**config.mk**
```make
export PLATFORM = sky130hd
export DESIGN_NAME = csr_trap_ctrl
export DESIGN_NICKNAME = d
export VERILOG_FILES = /design/src/rtl/tinyriscv_pkg.sv /design/src/rtl/csr_trap_ctrl.sv
export SDC_FILE = /design/constraint.sdc
export NUM_CORES = 1
export LEC_CHECK = 0
export BUFFER_PORTS_ARGS = -buffer_cell sky130_fd_sc_hd__buf_2
export CAP_MARGIN = 10
export CORE_AREA = 2 2 129 131
export CTS_CLUSTER_SIZE = 14
export DETAILED_ROUTE_END_ITERATION = 7
export DIE_AREA = 0 0 131 133
export PLACE_DENSITY = 0.59
export SYNTH_ARGS = -nofsm -noshare
export SYNTH_HDL_FRONTEND = slang
export SYNTH_SLANG_ARGS = --single-unit
```
**constraint.sdc**
```tcl
create_clock -name clk_i -period 3.8 [get_ports clk_i]
set_input_delay 0 -clock clk_i [delete_from_list [all_inputs] [get_ports clk_i]]
set_output_delay 0 -clock clk_i [all_outputs]
set_load 0.03 [all_outputs]
```
**src/rtl/tinyriscv_pkg.sv**
```systemverilog
// rtl/tinyriscv_pkg.sv - shared bus widths, CSR addresses and trap sequencer types
//
// Contents:
//   RegBus / MemAddrBus      data and address widths
//   CSR_MSTATUS/MEPC/MCAUSE  machine-mode CSR addresses used by the trap sequencer
//   INST_ECALL/EBREAK/MRET   full 32-bit encodings recognised in decode
//   CAUSE_ECALL/EBREAK       synchronous exception cause codes
//   trap_state_e             trap sequencer states
//   mstatus_on_trap/mret     mstatus rewrite helpers (MIE/MPIE stacking)
package tinyriscv_pkg;

    localparam int RegBus     = 32;
    localparam int MemAddrBus = 32;

    localparam logic [11:0] CSR_MSTATUS = 12'h300;
    localparam logic [11:0] CSR_MEPC    = 12'h341;
    localparam logic [11:0] CSR_MCAUSE  = 12'h342;

    localparam logic [RegBus-1:0] INST_ECALL  = 32'h0000_0073;
    localparam logic [RegBus-1:0] INST_EBREAK = 32'h0010_0073;
    localparam logic [RegBus-1:0] INST_MRET   = 32'h3020_0073;

    localparam logic [RegBus-1:0] CAUSE_ECALL  = 32'd11;
    localparam logic [RegBus-1:0] CAUSE_EBREAK = 32'd3;

    typedef enum logic [2:0] {
        IDLE,
        W_MEPC,
        W_MSTATUS,
        W_MCAUSE,
        W_MRET,
        ASSERT
    } trap_state_e;

    // Zero-extend a 12-bit CSR address onto the clint address bus.
    function automatic logic [MemAddrBus-1:0] csr_addr(input logic [11:0] a);
        return {{(MemAddrBus-12){1'b0}}, a};
    endfunction

    // Trap entry: MPIE <= MIE, MIE <= 0.
    function automatic logic [RegBus-1:0] mstatus_on_trap(input logic [RegBus-1:0] ms);
        return {ms[31:8], ms[3], ms[6:4], 1'b0, ms[2:0]};
    endfunction

    // Trap return: MIE <= MPIE, MPIE <= 1.
    function automatic logic [RegBus-1:0] mstatus_on_mret(input logic [RegBus-1:0] ms);
        return {ms[31:8], 1'b1, ms[6:4], ms[7], ms[2:0]};
    endfunction

endpackage

```
**src/rtl/csr_trap_ctrl.sv**
```systemverilog
// rtl/csr_trap_ctrl.sv - machine-mode trap sequencer (ecall/ebreak/mret/timer IRQ)
//
// Stalls the pipeline, writes mepc/mstatus/mcause one per cycle through the
// clint CSR write port, then pulses a one-cycle redirect to mtvec or mepc.
//
// Optional build macro: VECTORED_MTVEC_EN
//   defined   - interrupts with mtvec[1:0]==2'b01 go to base + VEC_STRIDE*cause[30:0]
//   undefined - mtvec[1:0] ignored, every trap goes to base
//
// Ports:
//   clk_i, rst_ni                 clock, asynchronous active-low reset
//   inst_i, inst_addr_i           instruction in decode and its address
//   jump_flag_i, jump_addr_i      ex redirect in progress and its target
//   div_busy_i                    multicycle divide in flight (blocks IRQ only)
//   irq_i, global_int_en_i        level timer interrupt, mstatus.MIE
//   csr_mtvec_i/mepc_i/mstatus_i  current CSR values from csr_reg
//   clint_we_o/waddr_o/data_o     CSR write port (registered)
//   clint_raddr_o                 CSR read address, tied 0
//   hold_flag_o                   pipeline stall
//   int_assert_o, int_addr_o      one-cycle redirect strobe and target
import tinyriscv_pkg::*;

module csr_trap_ctrl #(
    parameter logic [RegBus-1:0] TIMER_CAUSE = 32'h8000_0007
`ifdef VECTORED_MTVEC_EN
    ,
    parameter int unsigned       VEC_STRIDE  = 4
`endif
) (
    input  logic                  clk_i,
    input  logic                  rst_ni,
    input  logic [RegBus-1:0]     inst_i,
    input  logic [MemAddrBus-1:0] inst_addr_i,
    input  logic                  jump_flag_i,
    input  logic [MemAddrBus-1:0] jump_addr_i,
    input  logic                  div_busy_i,
    input  logic                  irq_i,
    input  logic                  global_int_en_i,
    input  logic [RegBus-1:0]     csr_mtvec_i,
    input  logic [RegBus-1:0]     csr_mepc_i,
    input  logic [RegBus-1:0]     csr_mstatus_i,
    output logic                  clint_we_o,
    output logic [MemAddrBus-1:0] clint_waddr_o,
    output logic [MemAddrBus-1:0] clint_raddr_o,
    output logic [RegBus-1:0]     clint_data_o,
    output logic                  hold_flag_o,
    output logic                  int_assert_o,
    output logic [MemAddrBus-1:0] int_addr_o
);

    trap_state_e           state_q;
    logic [MemAddrBus-1:0] epc_q;
    logic [RegBus-1:0]     cause_q;

    logic                  is_ecall;
    logic                  is_ebreak;
    logic                  is_mret;
    logic                  sync_req;
    logic                  irq_req;
    logic                  accept;
    logic [MemAddrBus-1:0] irq_epc;
    logic [MemAddrBus-1:0] trap_target;

    assign is_ecall  = (inst_i == INST_ECALL);
    assign is_ebreak = (inst_i == INST_EBREAK);
    assign is_mret   = (inst_i == INST_MRET);
    assign sync_req  = is_ecall | is_ebreak;
    // A divide in flight cannot be abandoned safely, so the interrupt waits.
    assign irq_req   = irq_i & global_int_en_i & ~div_busy_i;

    // Gated by reset so the stall is also low while reset is held.
    assign accept      = rst_ni & (state_q == IDLE) & (sync_req | is_mret | irq_req);
    assign hold_flag_o = (state_q != IDLE) | accept;

    // If ex is redirecting, the instruction in decode is on the wrong path;
    // resume at the jump target instead.
    assign irq_epc = jump_flag_i ? jump_addr_i : inst_addr_i;

    assign clint_raddr_o = '0;

`ifdef VECTORED_MTVEC_EN
    always_comb begin
        trap_target = {csr_mtvec_i[31:2], 2'b00};
        if (cause_q[31] && (csr_mtvec_i[1:0] == 2'b01)) begin
            trap_target = {csr_mtvec_i[31:2], 2'b00}
                        + (32'(VEC_STRIDE) * {1'b0, cause_q[30:0]});
        end
    end
`else
    logic unused_mtvec_mode;
    assign unused_mtvec_mode = ^csr_mtvec_i[1:0];
    assign trap_target       = {csr_mtvec_i[31:2], 2'b00};
`endif

    always_ff @(posedge clk_i or negedge rst_ni) begin
        if (!rst_ni) begin
            state_q       <= IDLE;
            epc_q         <= '0;
            cause_q       <= '0;
            clint_we_o    <= 1'b0;
            clint_waddr_o <= '0;
            clint_data_o  <= '0;
            int_assert_o  <= 1'b0;
            int_addr_o    <= '0;
        end else begin
            clint_we_o    <= 1'b0;
            clint_waddr_o <= '0;
            clint_data_o  <= '0;
            int_assert_o  <= 1'b0;
            int_addr_o    <= '0;
            case (state_q)
                IDLE: begin
                    // Priority: ecall/ebreak > mret > irq.
                    if (sync_req) begin
                        epc_q         <= inst_addr_i;
                        cause_q       <= is_ecall ? CAUSE_ECALL : CAUSE_EBREAK;
                        clint_we_o    <= 1'b1;
                        clint_waddr_o <= csr_addr(CSR_MEPC);
                        clint_data_o  <= inst_addr_i;
                        state_q       <= W_MEPC;
                    end else if (is_mret) begin
                        clint_we_o    <= 1'b1;
                        clint_waddr_o <= csr_addr(CSR_MSTATUS);
                        clint_data_o  <= mstatus_on_mret(csr_mstatus_i);
                        state_q       <= W_MRET;
                    end else if (irq_req) begin
                        epc_q         <= irq_epc;
                        cause_q       <= TIMER_CAUSE;
                        clint_we_o    <= 1'b1;
                        clint_waddr_o <= csr_addr(CSR_MEPC);
                        clint_data_o  <= irq_epc;
                        state_q       <= W_MEPC;
                    end
                end
                W_MEPC: begin
                    clint_we_o    <= 1'b1;
                    clint_waddr_o <= csr_addr(CSR_MSTATUS);
                    clint_data_o  <= mstatus_on_trap(csr_mstatus_i);
                    state_q       <= W_MSTATUS;
                end
                W_MSTATUS: begin
                    clint_we_o    <= 1'b1;
                    clint_waddr_o <= csr_addr(CSR_MCAUSE);
                    clint_data_o  <= cause_q;
                    state_q       <= W_MCAUSE;
                end
                W_MCAUSE: begin
                    int_assert_o <= 1'b1;
                    int_addr_o   <= trap_target;
                    state_q      <= ASSERT;
                end
                W_MRET: begin
                    int_assert_o <= 1'b1;
                    int_addr_o   <= csr_mepc_i;
                    state_q      <= ASSERT;
                end
                ASSERT: begin
                    state_q <= IDLE;
                end
                default: begin
                    state_q <= IDLE;
                end
            endcase
        end
    end

endmodule

```
==> flow_metrics.tcl, run 1 <==
set metrics [dict create \
    period_share_pct 77.2 \
    cts_buffer_depth 2 \
    die_w_um 131 \
    crit_path_end_kind "flip-flop" \
    area_delta_synth_final_pct 70.9 \
    wl_per_cell_um 15.4 \
    cts_made_buffers 9 \
    drc 0 \
    period_needed_ns 2.93 \
    critPathLaunchType "flip-flop" \
    synth_xor_area_share_pct 0 \
    place_ws_ns 1.42 \
    outcome "finished, final reports clean" \
    crit_arrival_ns 3.21 \
    critPathRequiredTime_ns 4.08 \
    clock.fmax_mhz 341 \
    rsz0062_at_grt "false" \
    start_util_pct 25.1 \
    finalWorstSetupSlack_ns 0.867 \
    cts_hold_buf 127 \
    ys_types 44 \
    clock-sinks 75 \
    dieArea_um2 17400 \
    syn_area_per_cell_um2 10.7 \
    met2_length_um 7880 \
    cts_tree "yes" \
    die_height_um 133 \
    wl_met1_um 5650 \
    wirelength_um 15200 \
    num_vias 4327 \
    core.rowCount 47 \
    peakVddDrop_uv 279 \
    worst_slew_pin_slew_ns 0.979 \
    dr.pass1.iters 6 \
    antenna_found_initial 2 \
    cpPeakStageDelay_ns 0.58 \
    regToRegEndpoint "clint_data_o[8]" \
    drive_above_1_share_pct 41.9 \
    dp_hpwl_um 10400 \
    hold_class "input port to flip-flop" \
    cap_violations 0 \
    critPathBufInv 2 \
    hp-start "csr_mstatus_i[7]" \
    yosys_register_bits 75 \
    dr_wl_met3_um 1180 \
    cts_max_level 3 \
    finalHoldViolations 0 \
    fin_tns_setup_ns 0 \
    synth_simple_gate_area_share_pct 12.6 \
    synthArstFlopShare_pct 100 \
    synthFlopType "dfrtp_1" \
    final_max_slew_viol_count 0 \
    top_layer_used "met4" \
    leakagePower_nw 3.85 \
    final_nets 959 \
    drt_first_iter_violations 141 \
    synth_top_family_by_area "compound AO/OA/AOI/OAI gates" \
    track_usage_pct 17.0 \
    cts.repair.resized 0 \
    synth.mux.area_fraction_pct 6.66 \
    root_buffer "clkbuf_16" \
    synth.cell_area_um2 4060 \
    final_common_cell "buf_2" \
    pwr_density_cell_nw_per_um2 582 \
    grt_pass1_wl_um 22400 \
    ios 329 \
    yosysWarnings 0 \
    hold_path_depth 4 \
    setup_viol 0 \
    coreArea_um2 16200 \
    synth-edff-count 0 \
    detail-route-antenna-nets 0 \
    post_cts_buffers 0 \
    slew_headroom_pct 34.7 \
    clk_latency_ns 0.34 \
    min_to "clint_data_o[3]" \
    r2r_cells 7 \
    synth-compound-area-share_pct 19.7 \
    vias_per_cell 4.38 \
    critPathTopFamily "simple AND/OR/NAND/NOR gates" \
    clkSlewWorstSetupHoldPaths_ns 0.07 \
    fin_skew_ns 0.00972 \
    crit_top_cell "nand2_1" \
    ys_seq_area_share_pct 46.3 \
    final_cell_mix "266 x buf_2, 127 x dlygate4sd3_1, 75 x dfrtp_1" \
    rr_startpoint "state_q[2]" \
    path_class "flip-flop to flip-flop" \
    crit_chain "nor3_1 > nand2_1 > nor3_4 > buf_4 > nand2_1 > o211ai_1 > dlygate4sd3_1" \
    grt_max_degree 50 \
    fillers 1557 \
    port-buffer-count 267 \
    critPathSlowestCell "dlygate4sd3_1" \
    cp_max_fo 15 \
    syn_inst 379 \
    synthAdderAreaFrac_pct 0 \
    post-route-util_pct 42.9 \
    rrSetupSlack_ns 0.87 \
    overflow 0 \
    grt_pass1_vias 4520 \
    gp_congestion 0.748 \
]
flip-flops by register name (all words and copies together), names as in the netlist:
name           count
int_assert_o       1
clint_data_o      32
clint_waddr_o      4
state_q            3
cause_q            3
int_addr_o        32
cells by family after synthesis:
family | Yosys count
AO/OA/AOI/OAI | 87
buffers and inverters | 88
flip-flops | 75
multiplexers | 27
other | 1
AND/OR/NAND/NOR | 101
where the power goes:
group	switching (W)	internal [W]	leakage [nW]
registers	0.000104	0.00105	1.00
logic	0.00120	0.000809	2.70
clock network	0.000352	0.000516	0.144
per-layer routing:
metal | vias to the layer above | GRT usage, %
met5 | - | 0
met4 | 0 | 8.10
met3 | 29 | 4.33
met2 | 233 | 31.9
met1 | 2044 | 17.2
li1 | 2021 | -
metrics by stage:
| step | hold WS (ns) | instances | cell area [um^2] | total power [W] |
|---|---|---|---|---|
| 3_3_place_gp | 0.0841 | 843 | 5360 | 0.00286 |
| 6_report | 0.0692 | 988 | 6930 | 0.00403 |
| 5_1_grt | 0.0870 | 988 | 6930 | 0.00427 |
| 2_1_floorplan | -0.296 | 437 | 4280 | 0.00236 |
| 4_1_cts | 0.0375 | 986 | 6930 | 0.00407 |
| 3_5_place_dp | 0.0884 | 843 | 5360 | 0.00285 |
cell type report:
type | count | area [um^2] | area share, %
well taps | 220 | 275 | 3.97
multi-input cells | 274 | 1820 | 26.3
repair buffers | 399 | 2650 | 38.2
clock buffers | 10 | 229 | 3.30
diodes | 2 | 5.00 | 0.0722
clock inverters | 6 | 72.6 | 1.05
flip-flops and latches | 75 | 1880 | 27.1
inverters | 2 | 7.51 | 0.108
worst reg2reg max path, delay by kind of cell, from the launching register on:
family | cells | cell delay (ns)
DFF | 1 | 0.51
buffers and inverters | 2 | 0.94
AOI/OAI and AO/OA | 1 | 0.09
and+or+nand+nor | 4 | 1.34
synthesized netlist by cell type (3+ instances only):
| master | number | area [um^2] |
|---|---|---|
| buf_4 | 61 | 458 |
| nor4_1 | 3 | 18.8 |
| nand3_1 | 29 | 145 |
| o211ai_1 | 6 | 45.0 |
| nor2_1 | 6 | 22.5 |
| clkbuf_1 | 11 | 41.3 |
| nor4b_1 | 3 | 26.3 |
| a221o_1 | 5 | 50.1 |
| nor3_1 | 3 | 15.0 |
| or2_2 | 3 | 18.8 |
| a31o_2 | 6 | 52.6 |
| buf_6 | 3 | 33.8 |
| and2_1 | 3 | 18.8 |
| buf_2 | 10 | 50.1 |
| dfrtp_1 | 75 | 1880 |
| nand2_1 | 36 | 135 |
| o211ai_2 | 19 | 238 |
| mux2i_1 | 27 | 270 |
| a21o_1 | 3 | 22.5 |
| a22o_1 | 32 | 280 |
| and3_1 | 3 | 18.8 |
| a21oi_1 | 8 | 40.0 |
worst max path at each step:
stage | from | endpoint | cells past startpoint
finish | state_q[2] | clint_data_o[8] | 7
global placement | state_q[2] | clint_data_o[28] | 6
global route | state_q[2] | clint_data_o[8] | 7
detailed placement | state_q[2] | clint_data_o[16] | 6
floorplan | state_q[1] | clint_data_o[10] | 6
CTS | state_q[2] | clint_data_o[16] | 7
No activity file was read; power rests on OpenSTA's default activity.
==> run 2: changes to the inputs <==
clock period = 3 ns   (was 3.8 ns; I/O delays follow)
==> run 2 against run 1 <==
Die area unchanged. Worst hold slack worse by 0.023 ns. Sequential share of layout area decreased by 0.15 points. Critical endpoint is now clint_data_o[1]. Largest power group unchanged.
==> flow_metrics.tcl, run 2 (synthesis gave the netlist of run 1 again) <==
set metrics [dict create \
    clock-sinks 75 \
    final_max_slew_viol_count 0 \
    critPathSlowestCell "a311o_2" \
    final_common_cell "buf_2" \
    crit_arrival_ns 3.06 \
    cts_tree "yes" \
    critPathTopFamily "compound AO/OA/AOI/OAI gates" \
    cts_max_level 3 \
    grt_max_degree 45 \
    dieArea_um2 17400 \
    outcome "finished, final reports clean" \
    hold_class "input port to flip-flop" \
    gp_congestion 0.755 \
    pwr-share-seq_pct 28.0 \
    critPathLaunchType "flip-flop" \
    period_share_pct 92.9 \
    track_usage_pct 16.5 \
    grt_use_met1_pct 16.5 \
    swShare_pct 40.3 \
    crit_path_end_kind "flip-flop" \
    period_needed_ns 2.79 \
    ios 329 \
    dr.pass1.iters 4 \
    drt_first_iter_violations 142 \
    die_height_um 133 \
    setup_viol 0 \
    start_util_pct 25.1 \
    leakagePower_nw 3.87 \
    overflow 0 \
    crit_start "state_q[2]" \
    wirelength_um 15200 \
    clock_power_share_pct 23.1 \
    peakVddDrop_uv 306 \
    grt_pass1_vias 4343 \
    final_cell_mix "266 x buf_2, 127 x dlygate4sd3_1, 75 x dfrtp_1" \
    fin_skew_ns 0.00885 \
    post-route-util_pct 43.1 \
    combPwrFrac_pct 49.0 \
    worst_slew_pin_slew_ns 0.968 \
    vias_per_cell 4.27 \
    slew_headroom_pct 35.5 \
    antenna_found_initial 1 \
    port-buffer-count 267 \
    power.switching_w 0.00211 \
    grt_pass1_wl_um 21600 \
    drive_above_1_share_pct 42.1 \
    finalHoldViolations 0 \
    critPathBufInv 1 \
    root_buffer "clkbuf_16" \
    clock.fmax_mhz 359 \
    cpPeakStageDelay_ns 0.70 \
    cts_made_buffers 9 \
    clk_latency_ns 0.34 \
    reg.largest.list "clint_data_o: 32 flops, int_addr_o: 32 flops, clint_waddr_o: 4 flops" \
    core.rowCount 47 \
    coreArea_um2 16200 \
    area_delta_synth_final_pct 71.8 \
    rsz0062_at_grt "false" \
    drc 0 \
    wl_per_cell_um 15.4 \
    detail-route-antenna-nets 0 \
    dp_hpwl_um 10400 \
    power.internal_w 0.00313 \
    met2_usage_pct 31.6 \
    cts_buffer_depth 2 \
    clkSlewWorstSetupHoldPaths_ns 0.06 \
    die_w_um 131 \
    cp_max_fo 27 \
    hp-start "inst_addr_i[7]" \
    cap_violations 0 \
    critPathRequiredTime_ns 3.27 \
    fin_tns_setup_ns 0 \
    busiest_layer "met2" \
    crit_chain "or3_1 > a311o_2 > o21bai_4 > a221o_1 > dlygate4sd3_1" \
    pwr_density_cell_nw_per_um2 751 \
    rr_startpoint "state_q[2]" \
    num_vias 4220 \
    final_nets 960 \
    path_class "flip-flop to flip-flop" \
    grtUsageMet3_pct 4.85 \
]
[run 2: cell count changes in the layout (fill, tap and decap cells not counted), sizes merged]
cell	previous run	this run
diode	2	1
buf	272	273
bufinv	1	2
clkinvlp	1	0
[run 2: final timing paths]
| path | cells after the start | end | slack [ns] |
|---|---|---|---|
| min | 3 | clint_data_o[7] | 0.05 |
| min reg2reg | 1 | cause_q[1] | 0.48 |
| max in group asynchronous | 3 | int_addr_o[0] | 1.89 |
| max reg2reg | 5 | clint_data_o[1] | 0.21 |
| min in group asynchronous | 2 | int_addr_o[12] | 0.19 |
| max | 5 | clint_data_o[1] | 0.21 |
[run 2: metrics by stage]
stage / total power [W] / instances / hold WS, ns / area [um^2] / setup slack [ns]
2_1_floorplan: 0.00299 / 437 / -0.296 / 4280 / 1.29
3_3_place_gp: 0.00364 / 844 / 0.0275 / 5360 / 0.723
3_5_place_dp: 0.00364 / 844 / 0.0276 / 5360 / 0.706
4_1_cts: 0.00529 / 987 / 0.0182 / 6970 / 0.192
5_1_grt: 0.00554 / 988 / 0.0552 / 6970 / 0.0611
6_report: 0.00523 / 988 / 0.0459 / 6970 / 0.212
[run 2: power groups by stage]
stage / sequential [W] / clock [W] / combinational, W
floorplan: 0.00206 / 0 / 0.000939
global placement: 0.00148 / 0 / 0.00216
detailed placement: 0.00148 / 0 / 0.00216
CTS: 0.00146 / 0.00127 / 0.00256
global route: 0.00150 / 0.00130 / 0.00274
finish: 0.00146 / 0.00121 / 0.00256
[run 2: cell type report]
cell class                      instances  area (um^2)
Timing Repair Buffer                  400         2660
Tap cell                              220          275
Antenna cell                            1         2.50
Sequential cell                        75         1880
Fill cell                            1557         9200
Clock buffer                           10          239
Clock inverter                          6         95.1
Multi-Input combinational cell        274         1820
Inverter                                2         7.51
[run 2: worst reg2reg max path, cell delays in order, from the launching register on]
cell and delay (ns):
dfrtp_1 0.52, or3_1 0.50, a311o_2 0.70, o21bai_4 0.30, a221o_1 0.17, dlygate4sd3_1 0.53
[run 2: repair_timing]
item                      4_1_cts  5_1_grt
hold endpoints to repair      107        0
resized for setup               0        0
hold buffers                  127        0
buffers inserted                0        0
[run 2: routing by layer]
metal	part of all wire [%]	up-vias	wire length (um)
met5	0	-	0
met4	1.9	0	283
met3	8.2	17	1250
met2	53	219	8040
met1	37	1962	5630
li1	-	2022	-
